<file path="src/rtl/cache_tag_ctrl_if.sv">
// Request/response and next-level memory handshake bundle for cache_tag_ctrl.
// The master side is the trace source together with the next-level memory model.
interface cache_tag_ctrl_if #(
  parameter int unsigned ADDRESS_BITS = 32
) ();
  logic                    req_valid;
  logic                    req_ready;
  logic [1:0]              req_op;
  logic [ADDRESS_BITS-1:0] req_addr;
  logic                    resp_valid;
  logic                    resp_hit;
  logic                    mem_req_valid;
  logic                    mem_req_write;
  logic [ADDRESS_BITS-1:0] mem_req_addr;
  logic                    mem_ack;

  modport master (
    output req_valid, req_op, req_addr, mem_ack,
    input  req_ready, resp_valid, resp_hit, mem_req_valid, mem_req_write, mem_req_addr
  );

  modport slave (
    input  req_valid, req_op, req_addr, mem_ack,
    output req_ready, resp_valid, resp_hit, mem_req_valid, mem_req_write, mem_req_addr
  );
endinterface

</file>
<file path="src/rtl/cache_tag_ctrl.sv">
// Sequencing controller for a 2-way set-associative cache tag store:
// lookup, LRU replacement, dirty write-back, line fill and statistics.
module cache_tag_ctrl #(
  parameter int unsigned ADDRESS_BITS = 32,
  parameter int unsigned OFFSET_BITS  = 6,
  parameter int unsigned INDEX_BITS   = 4,
  parameter int unsigned CNT_BITS     = 32
) (
  input  logic                clk,
  input  logic                rst_n,
  cache_tag_ctrl_if.slave     bus,
  output logic [CNT_BITS-1:0] hit_count,
  output logic [CNT_BITS-1:0] miss_count,
  output logic [CNT_BITS-1:0] wb_count
);

  localparam int unsigned TAG_BITS = ADDRESS_BITS - INDEX_BITS - OFFSET_BITS;
  localparam int unsigned SETS     = 2 ** INDEX_BITS;

  localparam logic [1:0] OP_WRITE = 2'b01;
  localparam logic [1:0] OP_INVAL = 2'b10;
  localparam logic [1:0] OP_NOP   = 2'b11;

  typedef enum logic [2:0] {
    S_IDLE,
    S_LOOKUP,
    S_WB,
    S_FILL,
    S_RESP
  } state_t;

  state_t                  r_state;
  logic [1:0]              r_op;
  logic [TAG_BITS-1:0]     r_req_tag;
  logic [INDEX_BITS-1:0]   r_idx;
  logic                    r_victim;
  logic [SETS-1:0][1:0]    r_valid;
  logic [SETS-1:0][1:0]    r_dirty;
  logic [SETS-1:0]         r_lru;
  logic [TAG_BITS-1:0]     r_tag [SETS][2];

  logic                    r_req_ready;
  logic                    r_resp_valid;
  logic                    r_resp_hit;
  logic                    r_mem_valid;
  logic                    r_mem_write;
  logic [ADDRESS_BITS-1:0] r_mem_addr;
  logic [CNT_BITS-1:0]     r_hit_count;
  logic [CNT_BITS-1:0]     r_miss_count;
  logic [CNT_BITS-1:0]     r_wb_count;

  logic [1:0]              w_set_valid;
  logic [1:0]              w_set_dirty;
  logic                    w_hit0;
  logic                    w_hit1;
  logic                    w_hit_way;
  logic                    w_victim;
  logic                    w_tag_we;
  logic [ADDRESS_BITS-1:0] w_fill_addr;
  logic [ADDRESS_BITS-1:0] w_wb_addr;
  logic                    w_unused_offset;

  function automatic logic [CNT_BITS-1:0] sat_inc(input logic [CNT_BITS-1:0] v);
    return (&v) ? v : v + CNT_BITS'(1);
  endfunction

  // Lookup and replacement choice for the registered set; way 0 wins a double match.
  assign w_set_valid = r_valid[r_idx];
  assign w_set_dirty = r_dirty[r_idx];
  assign w_hit0      = w_set_valid[0] && (r_tag[r_idx][0] == r_req_tag);
  assign w_hit1      = w_set_valid[1] && (r_tag[r_idx][1] == r_req_tag);
  assign w_hit_way   = !w_hit0;
  assign w_victim    = !w_set_valid[0] ? 1'b0 :
                       !w_set_valid[1] ? 1'b1 : r_lru[r_idx];
  assign w_fill_addr = {r_req_tag, r_idx, OFFSET_BITS'(0)};
  assign w_wb_addr   = {r_tag[r_idx][w_victim], r_idx, OFFSET_BITS'(0)};
  assign w_tag_we    = (r_state == S_FILL) && bus.mem_ack;

  assign w_unused_offset = ^bus.req_addr[OFFSET_BITS-1:0];

  // Tag array carries no reset; valid bits qualify every entry.
  always_ff @(posedge clk) begin
    if (w_tag_we) begin
      r_tag[r_idx][r_victim] <= r_req_tag;
    end
  end

  always_ff @(posedge clk or negedge rst_n) begin
    if (!rst_n) begin
      r_state      <= S_IDLE;
      r_op         <= 2'b00;
      r_req_tag    <= '0;
      r_idx        <= '0;
      r_victim     <= 1'b0;
      r_valid      <= '0;
      r_dirty      <= '0;
      r_lru        <= '0;
      r_req_ready  <= 1'b1;
      r_resp_valid <= 1'b0;
      r_resp_hit   <= 1'b0;
      r_mem_valid  <= 1'b0;
      r_mem_write  <= 1'b0;
      r_mem_addr   <= '0;
      r_hit_count  <= '0;
      r_miss_count <= '0;
      r_wb_count   <= '0;
    end else begin
      case (r_state)
        S_IDLE: begin
          if (bus.req_valid) begin
            r_op        <= bus.req_op;
            r_req_tag   <= bus.req_addr[ADDRESS_BITS-1 -: TAG_BITS];
            r_idx       <= bus.req_addr[OFFSET_BITS +: INDEX_BITS];
            r_req_ready <= 1'b0;
            r_state     <= S_LOOKUP;
          end
        end

        S_LOOKUP: begin
          if (r_op == OP_INVAL) begin
            r_valid      <= '0;
            r_dirty      <= '0;
            r_lru        <= '0;
            r_resp_valid <= 1'b1;
            r_resp_hit   <= 1'b0;
            r_state      <= S_RESP;
          end else if (r_op == OP_NOP) begin
            r_resp_valid <= 1'b1;
            r_resp_hit   <= 1'b0;
            r_state      <= S_RESP;
          end else if (w_hit0 || w_hit1) begin
            r_lru[r_idx] <= ~w_hit_way;
            if (r_op == OP_WRITE) begin
              r_dirty[r_idx][w_hit_way] <= 1'b1;
            end
            r_hit_count  <= sat_inc(r_hit_count);
            r_resp_valid <= 1'b1;
            r_resp_hit   <= 1'b1;
            r_state      <= S_RESP;
          end else begin
            r_miss_count <= sat_inc(r_miss_count);
            r_victim     <= w_victim;
            r_mem_valid  <= 1'b1;
            if (w_set_valid[w_victim] && w_set_dirty[w_victim]) begin
              r_mem_write <= 1'b1;
              r_mem_addr  <= w_wb_addr;
              r_state     <= S_WB;
            end else begin
              r_mem_write <= 1'b0;
              r_mem_addr  <= w_fill_addr;
              r_state     <= S_FILL;
            end
          end
        end

        S_WB: begin
          if (bus.mem_ack) begin
            r_wb_count  <= sat_inc(r_wb_count);
            r_mem_write <= 1'b0;
            r_mem_addr  <= w_fill_addr;
            r_state     <= S_FILL;
          end
        end

        S_FILL: begin
          if (bus.mem_ack) begin
            r_valid[r_idx][r_victim] <= 1'b1;
            r_dirty[r_idx][r_victim] <= (r_op == OP_WRITE);
            r_lru[r_idx]             <= ~r_victim;
            r_mem_valid              <= 1'b0;
            r_mem_addr               <= '0;
            r_resp_valid             <= 1'b1;
            r_resp_hit               <= 1'b0;
            r_state                  <= S_RESP;
          end
        end

        S_RESP: begin
          r_resp_valid <= 1'b0;
          r_resp_hit   <= 1'b0;
          r_req_ready  <= 1'b1;
          r_state      <= S_IDLE;
        end

        default: begin
          r_state     <= S_IDLE;
          r_req_ready <= 1'b1;
          r_mem_valid <= 1'b0;
        end
      endcase
    end
  end

  assign bus.req_ready     = r_req_ready;
  assign bus.resp_valid    = r_resp_valid;
  assign bus.resp_hit      = r_resp_hit;
  assign bus.mem_req_valid = r_mem_valid;
  assign bus.mem_req_write = r_mem_write;
  assign bus.mem_req_addr  = r_mem_addr;
  assign hit_count         = r_hit_count;
  assign miss_count        = r_miss_count;
  assign wb_count          = r_wb_count;

endmodule
</file>
<file path="src/flat_wrapper.sv">
// flat-port wrapper written by rule: the top's interface ports become plain ports
module cache_tag_ctrl_flat 
#(
  parameter int unsigned ADDRESS_BITS = 32,
  parameter int unsigned OFFSET_BITS  = 6,
  parameter int unsigned INDEX_BITS   = 4,
  parameter int unsigned CNT_BITS     = 32
)
  (clk, rst_n, hit_count, miss_count, wb_count, bus_req_valid, bus_req_op, bus_req_addr, bus_mem_ack, bus_req_ready, bus_resp_valid, bus_resp_hit, bus_mem_req_valid, bus_mem_req_write, bus_mem_req_addr);
  cache_tag_ctrl_if #(.ADDRESS_BITS(ADDRESS_BITS)) bus_i ();
  input  logic clk;
  input  logic rst_n;
  output logic [CNT_BITS-1:0] hit_count;
  output logic [CNT_BITS-1:0] miss_count;
  output logic [CNT_BITS-1:0] wb_count;
  input wire logic [$bits(bus_i.req_valid)-1:0] bus_req_valid;
  input wire logic [$bits(bus_i.req_op)-1:0] bus_req_op;
  input wire logic [$bits(bus_i.req_addr)-1:0] bus_req_addr;
  input wire logic [$bits(bus_i.mem_ack)-1:0] bus_mem_ack;
  output wire logic [$bits(bus_i.req_ready)-1:0] bus_req_ready;
  output wire logic [$bits(bus_i.resp_valid)-1:0] bus_resp_valid;
  output wire logic [$bits(bus_i.resp_hit)-1:0] bus_resp_hit;
  output wire logic [$bits(bus_i.mem_req_valid)-1:0] bus_mem_req_valid;
  output wire logic [$bits(bus_i.mem_req_write)-1:0] bus_mem_req_write;
  output wire logic [$bits(bus_i.mem_req_addr)-1:0] bus_mem_req_addr;
  assign bus_i.req_valid = bus_req_valid;
  assign bus_i.req_op = bus_req_op;
  assign bus_i.req_addr = bus_req_addr;
  assign bus_i.mem_ack = bus_mem_ack;
  assign bus_req_ready = bus_i.req_ready;
  assign bus_resp_valid = bus_i.resp_valid;
  assign bus_resp_hit = bus_i.resp_hit;
  assign bus_mem_req_valid = bus_i.mem_req_valid;
  assign bus_mem_req_write = bus_i.mem_req_write;
  assign bus_mem_req_addr = bus_i.mem_req_addr;
  cache_tag_ctrl #(.ADDRESS_BITS(ADDRESS_BITS), .OFFSET_BITS(OFFSET_BITS), .INDEX_BITS(INDEX_BITS), .CNT_BITS(CNT_BITS)) u_core (.clk(clk), .rst_n(rst_n), .bus(bus_i), .hit_count(hit_count), .miss_count(miss_count), .wb_count(wb_count));
endmodule
</file>
<file path="config.mk">
export PLATFORM = sky130hd
export DESIGN_NAME = cache_tag_ctrl_flat
export DESIGN_NICKNAME = d
export VERILOG_FILES = /design/src/rtl/cache_tag_ctrl_if.sv /design/src/rtl/cache_tag_ctrl.sv /design/src/flat_wrapper.sv
export SDC_FILE = /design/constraint.sdc
export NUM_CORES = 1
export LEC_CHECK = 0
export BUFFER_PORTS_ARGS = -buffer_cell sky130_fd_sc_hd__buf_2
export CORE_ASPECT_RATIO = 1.4
export CORE_MARGIN = 4
export CORE_UTILIZATION = 66
export DETAILED_ROUTE_END_ITERATION = 7
export HOLD_SLACK_MARGIN = 0.05
export PLACE_DENSITY_LB_ADDON = 0.3
export SETUP_SLACK_MARGIN = 0.4
export SLEW_MARGIN = 5
export SYNTH_ARGS = -nofsm -noshare
export SYNTH_HDL_FRONTEND = slang
export SYNTH_SLANG_ARGS = --single-unit
</file>
<file path="constraint.sdc">
create_clock -name clk -period 5.5 [get_ports clk]
set_input_delay 0.275 -clock clk [delete_from_list [all_inputs] [get_ports clk]]
set_output_delay 0.275 -clock clk [all_outputs]
set_load 0.01 [all_outputs]
</file>
# == Word level (Yosys, flattened, before mapping) ==
# Memories as Yosys holds them, arrays and structs flattened.
# Index checks and enable logic that the tools add are counted.
# word_totals
mem_bits_rw,704
reg_bits,245
n_memories,1
inputBits,38
wordCells,209
output_inout_bits,133
# op_classes
n_reduce_logical,34
addsub,3
n_lt_le_gt_ge,10
n_eq_ne,20
n_mux,81
bitwise_logic,13
# mem_list
name,depth,width,rd,rd_clocked_by_memory_dff,write_ports,line,source
u_core.r_tag,16,44,1,0,1,cache_tag_ctrl.sv:40,logic [TAG_BITS-1:0] r_tag [SETS][2];
# ops
operator,n
two-way mux 32 bit,13
case mux 32 bit (2 select lines),2
adder 32 x 1 -> 32 bit (second input constant),3
case mux 32 bit (3 select lines),1
AND reduction 32 bit,3
two-way mux 22 bit,4
two-way mux 16 bit,4
OR 32 bit,2
equality test 22 bit,2
two-way mux 44 bit,1
bitwise mux 16 bit,2
bitwise mux 32 bit,1
case mux 16 bit (2 select lines),1
two-way mux 1 bit,27
AND reduction 5 bit,5
demux 22 bit (select 1 bit),1
two-way mux 3 bit,6
binary-select mux 2 bit (select 4 bit),2
demux 2 bit (select 4 bit),2
inequality test 2 bit (second input constant),6
case mux 3 bit (4 select lines),1
AND reduction 3 bit,4
inverter 1 bit,9
case mux 1 bit (3 select lines),3
other kinds (31),56

# == Depth between registers and ports, before layout ==
# logic_depth
word_depth,16
mapped_depth,18
mapped_depth_nobuf,10

# == Worst setup path after synthesis ==
# Ideal clock, no wire load.
# synth_timing
path_type,reg2reg
startpoint,register u_core.r_idx[0]
endpoint,register u_core.r_mem_addr[31] (netlist: u_core.bus.mem_req_addr[31])
stages_incl_launch_ff,12
synth_period_minus_slack_ns,3.739
setup_time_ns,0.125
arrival_ns,3.614
path_buffers,5
setup_slack_ns,1.761
required_time_ns,5.375
path_cell_list,dfrtp_1 buf_6 buf_6 buf_4 buf_2 buf_4 mux4_2 mux4_2 o21ai_2 mux4_2 mux2_2 mux2_2
# synth_between
elab_chain_len,13
elab_cells_between_ends,30
cone_classes,eq/ne (3); mux (20); bitwise (1); reduce/logical (5); memory (1)
# synth_rtl
item,line,source
"start, declared",cache_tag_ctrl.sv:35,logic [INDEX_BITS-1:0] r_idx;
"start signal, assigned",cache_tag_ctrl.sv:113,r_idx <= bus.req_addr[OFFSET_BITS +: INDEX_BITS];
binary-select mux 1 bit (select 4 bit) / binary-select mux 2 bit (select 4 bit) (equally long branches),"cache_tag_ctrl.sv:74, cache_tag_ctrl.sv:68",
two-way mux 1 bit (not written as such) / two-way mux 2 bit (equally long branches),"cache_tag_ctrl.sv:74, cache_tag_ctrl.sv:68",
two-way mux 1 bit,cache_tag_ctrl.sv:74,!w_set_valid[1] ? 1'b1 : r_lru[r_idx];
two-way mux 1 bit,cache_tag_ctrl.sv:73,assign w_victim = !w_set_valid[0] ? 1'b0 :
inverter 1 -> 2 bit (not written as such),cache_tag_ctrl.sv:76,"assign w_wb_addr = {r_tag[r_idx][w_victim], r_idx, OFFSET_BITS'(0)};"
two-way mux 22 bit (not written as such) (3 in series),cache_tag_ctrl.sv:76,
two-way mux 32 bit,cache_tag_ctrl.sv:144,if (w_set_valid[w_victim] && w_set_dirty[w_victim]) begin
two-way mux 32 bit,cache_tag_ctrl.sv:131,end else if (w_hit0 || w_hit1) begin
two-way mux 32 bit,cache_tag_ctrl.sv:127,end else if (r_op == OP_NOP) begin
two-way mux 32 bit,cache_tag_ctrl.sv:120,if (r_op == OP_INVAL) begin
case mux 32 bit (3 select lines),cache_tag_ctrl.sv:108,case (r_state)
"end signal, assigned",cache_tag_ctrl.sv:146,r_mem_addr <= w_wb_addr;
"end signal, assigned",cache_tag_ctrl.sv:150,r_mem_addr <= w_fill_addr;
"end signal, assigned",cache_tag_ctrl.sv:160,r_mem_addr <= w_fill_addr;
"end, declared",cache_tag_ctrl.sv:47,logic [ADDRESS_BITS-1:0] r_mem_addr;
# Several ways; a longest one is shown, not always the timed one. The select of a mux whose other input is x is not followed.
# A chain may end at the register's enable or synchronous reset.

# == Final worst setup path ==
# layout_timing
startpoint,register u_core.r_idx[3]
endpoint,register u_core.r_hit_count[3] (netlist: u_core.hit_count[3])
# layout_between
elab_chain_len,5
elab_cells_between_ends,9
cone_classes,eq/ne (2); mux (2); reduce/logical (4); memory (1)
# layout_rtl
item,line,source
memory (16 x 44 bit) / binary-select mux 2 bit (select 4 bit) (equally long branches),-,
equality test 22 bit (tied with other cells),cache_tag_ctrl.sv:70,assign w_hit0 = w_set_valid[0] && (r_tag[r_idx][0] == r_req_tag);
logical AND 1 bit (on tied branches),"cache_tag_ctrl.sv:70, cache_tag_ctrl.sv:71",
logical OR 1 bit (*),cache_tag_ctrl.sv:131,
AND reduction 5 bit (no source line) (*),-,
"end signal, assigned",cache_tag_ctrl.sv:136,r_hit_count <= sat_inc(r_hit_count);
"end, declared",cache_tag_ctrl.sv:48,logic [CNT_BITS-1:0] r_hit_count;
# Mark *: on every way between the ends. The rest lies on a longest branch, timed or not. The select of a mux whose other input is x is not followed.

==> results.md <==
* Clk_lat worst skew at between 0.6 and 0.7 ns
* Post-synth cell types at 92
* Clk buf depth at 3
* Crit start category: register
* Switch share at between 30% and 40%
* TritonCTS buffer count at 86
* Setup TNS at 0 ns
* Critical-path cell list: nor2_1 -> a22o_1 -> nor3_1 -> o41ai_2 -> o2111ai_1 -> nor4_2 -> a32o_2 -> nand2_2 -> buf_4 -> nor3_1 -> xor2_1
* IO Pins at 171
* Antenna violations before repair at 0
* Worst EP required at 6.03 ns
* DRT Pass-1 Iters at 6
* Post-synth design cell area at between 40000 and 50000 sq um
* Pwr Density at roughly 530 nW/um^2
* Clk_skew at 0.0275 ns
* Status: finished, final reports clean
* Chip height at approximately 300 um
* Synth Area in XOR/XNOR at 3.17%
* Depth of the CTS H-tree at 3
* Total length of routed met3 wires at 11.7 mm
* Final Setup Violations at 0
* Avg Cell Area, Syn at 16.0 sq um
* Core outline area at 60900 sq um
* Post-synthesis compound-gate area fraction at 4.69%
* HP Class: primary input to register
* Die ar. at 65700 sq um
* Top delay family on crit path: simple AND/OR/NAND/NOR gates
* Final ANT Viol Nets at 0
* Drt first-iter violations at 3797
* Post-CTS setup repair buffer count at 0
* FP Rows at 107
* Commonest non-fill, non-tap cell in the layout: edfxtp_1
* Post-synth EDFFs at ~700
* Worst-path clk slew at 0.06 ns
* Max frequency at 200 MHz
* Most frequent CP cell: nor3_1
* Synth Area in Adders at 0.0923%
* Via count at 25200
* Reg2reg start: u_core.r_idx[3]
* Worst setup EP type: register
* Post-route core utilization at about three quarters
* YS warnings at 0
* CP arrival at between 5 and 6 ns
* P_leak at ~17 nW
* CP max stage cell: nor2_1
* # nets final at between 2000 and 3000
* WP buf/inv at 1
* DR WL/cell at roughly 30 um
* Worst setup margin at between 0.4 and 0.5 ns
* IO buf count at 158
* Fin crit share at 90.9%
* Largest family of logic cells by synthesized area: multiplexers
* Hold Crit Start: bus_mem_ack
* Largest net degree at the start of global routing at 140
* Routed wire length at 111 mm
* CTS tree: yes
* Clock network power share at between 20 and 30%
* N_diodes at 0
* Clock Tree Root: clkbuf_16
* Total track usage at about a third
* Clk sink count at about 940
* RSZ-0062 raised after global routing: no
* DR top layer: met4
* Placer congestion estimate at 0.934
* Worst slew pin tran at roughly 1.4 ns
* Async S/R FF share, synth at between 20% and 30%
* DP Wirelength at about 67 mm
* Slew HR at under 10%
* Hold WS at 0.114 ns
* Simple-gate share of the synthesized area at between 6 and 7%
* Met2 wire length at between 50 and 60 mm
* Tmin final at ~5 ns
* Max FO, Critical Path at 39
* Kind of critical path: register to register
* Net Sw Power at between 8 and 9 mW
* First-pass GRT wire length at ~160 mm
* Combinational share of power at around a third
* # DRC at 0
* Internal power at 16.0 mW
* Hold Violations, Final at 0
* Layout cell share with drive strength beyond 1 at about a quarter
* Gate Count Post-Synth at ~2500
* Register area share after synthesis at between 60% and 70%
* Origin of the worst setup path: u_core.r_idx[3]
* Wl on met1 at around 37 mm
* Grt ovf at 0
* Most frequent cells in the layout: edfxtp_1 (704), dfrtp_1 (234), mux4_2 (176)
* Place WS at between 0.6 and 0.7 ns
* Slowest cell delay on critical path at roughly 1.1 ns
* Via density at between 6 and 7
* Area growth, synth to finish at 13.2%
* Die W at ~220 um
* Mux share of post-synthesis cell area at 16.2%
* VDD IR-drop max at 338 uV
* Yosys reg bits at around 940
* Initial Util at approximately two thirds
* Final Slew Violations at 0
* Number of global-route vias before repair at 25600
* Main synth FF type: edfxtp_1
* Reg power frac at 39.7%
* Max-cap violation count at 0
-- cell type report --
class | count | area (sq um)
well taps | 817 | 1020
fillers | 3419 | 14900
repair buffers | 291 | 2040
clock buffers | 114 | 2410
clock inverters | 47 | 536
inverters | 21 | 78.8
multi-input cells | 1436 | 12800
flip-flops and latches | 943 | 27100
-- what timing repair did --
| item | CTS | global route |
|---|---|---|
| hold endpoints to repair | 129 | 0 |
| resized for setup | 0 | 2 |
| endpoints found under the setup margin | 0 | 3 |
| hold buffers | 30 | 0 |
-- logic make-up (layout without fill, tap and decap cells) --
family          Yosys count  after routing
mux                     426            426
xor+xnor                147            147
simple gates            551            551
buf+inv                 170            473
fa+ha+maj                 3              3
compound gates          303            303
flops                   943            943
other cells               1              6
-- power by group through the flow --
stage	logic, mW	clock network, mW	registers, mW
final	8.60	6.24	9.79
after detailed placement	8.30	0	9.90
after global routing	9.00	6.60	9.87
after floorplan	5.68	0	9.73
after global placement	8.04	0	9.83
after CTS	8.44	6.28	9.76
-- state kept, by name (all words and copies together) (netlist names), 22 cells and up --
| name | cells |
|---|---|
| u_core.wb_count | 32 |
| u_core.miss_count | 32 |
| u_core.r_dirty | 32 |
| u_core.bus.mem_req_addr | 26 |
| u_core.hit_count | 32 |
| u_core.r_valid | 32 |
| u_core.r_tag | 704 |
| u_core.r_req_tag | 22 |
-- synth_stat cells, types with 53 or more instances --
| cell | number | share of area (%) |
|---|---|---|
| edfxtp_1 | 704 | 52 |
| dfrtp_1 | 238 | 15 |
| nor2_1 | 190 | 1.8 |
| mux4_2 | 176 | 9.7 |
| mux2i_1 | 175 | 4.3 |
| nand2_1 | 145 | 1.3 |
| o21ai_0 | 123 | 1.5 |
| xor2_1 | 85 | 1.8 |
| xnor2_1 | 62 | 1.3 |
| mux2_2 | 61 | 1.7 |
| clkbuf_1 | 54 | 0.50 |
| a21oi_1 | 53 | 0.65 |
-- path summary, 6_finish.rpt --
| kind | to | slack, ns | cells after the start |
|---|---|---|---|
| setup / recovery | u_core.hit_count[3] | 0.50 | 11 |
| hold reg to reg | u_core.hit_count[22] | 0.48 | 1 |
| min in group asynchronous | u_core.hit_count[25] | 0.30 | 2 |
| hold / removal | u_core.r_state[1] | 0.11 | 4 |
| setup reg to reg | u_core.hit_count[3] | 0.50 | 11 |
| max in group asynchronous | u_core.r_valid[28] | 3.87 | 3 |
-- stage by stage --
step | instance area (sq um) | total power [mW] | std cells
global route | 46000 | 25.5 | 3669
floorplan | 40700 | 15.4 | 2549
finish | 46000 | 24.6 | 3669
detailed placement | 42800 | 18.2 | 3478
CTS | 46000 | 24.5 | 3669
global placement | 42800 | 17.9 | 3478
-- per-layer routing --
metal | GRT usage (%) | up-vias
met4 | 18.7 | 0
met2 | 56.0 | 1820
met1 | 43.4 | 12700
li1 | - | 10200
met5 | 0 | -
met3 | 6.49 | 448
-- worst min-delay path: stages --
cell,delay (ns)
buf_2,0.19
nand2_1,0.11
nand2_1,0.08
a21oi_1,0.06
No activity file was read; power rests on OpenSTA's default activity.
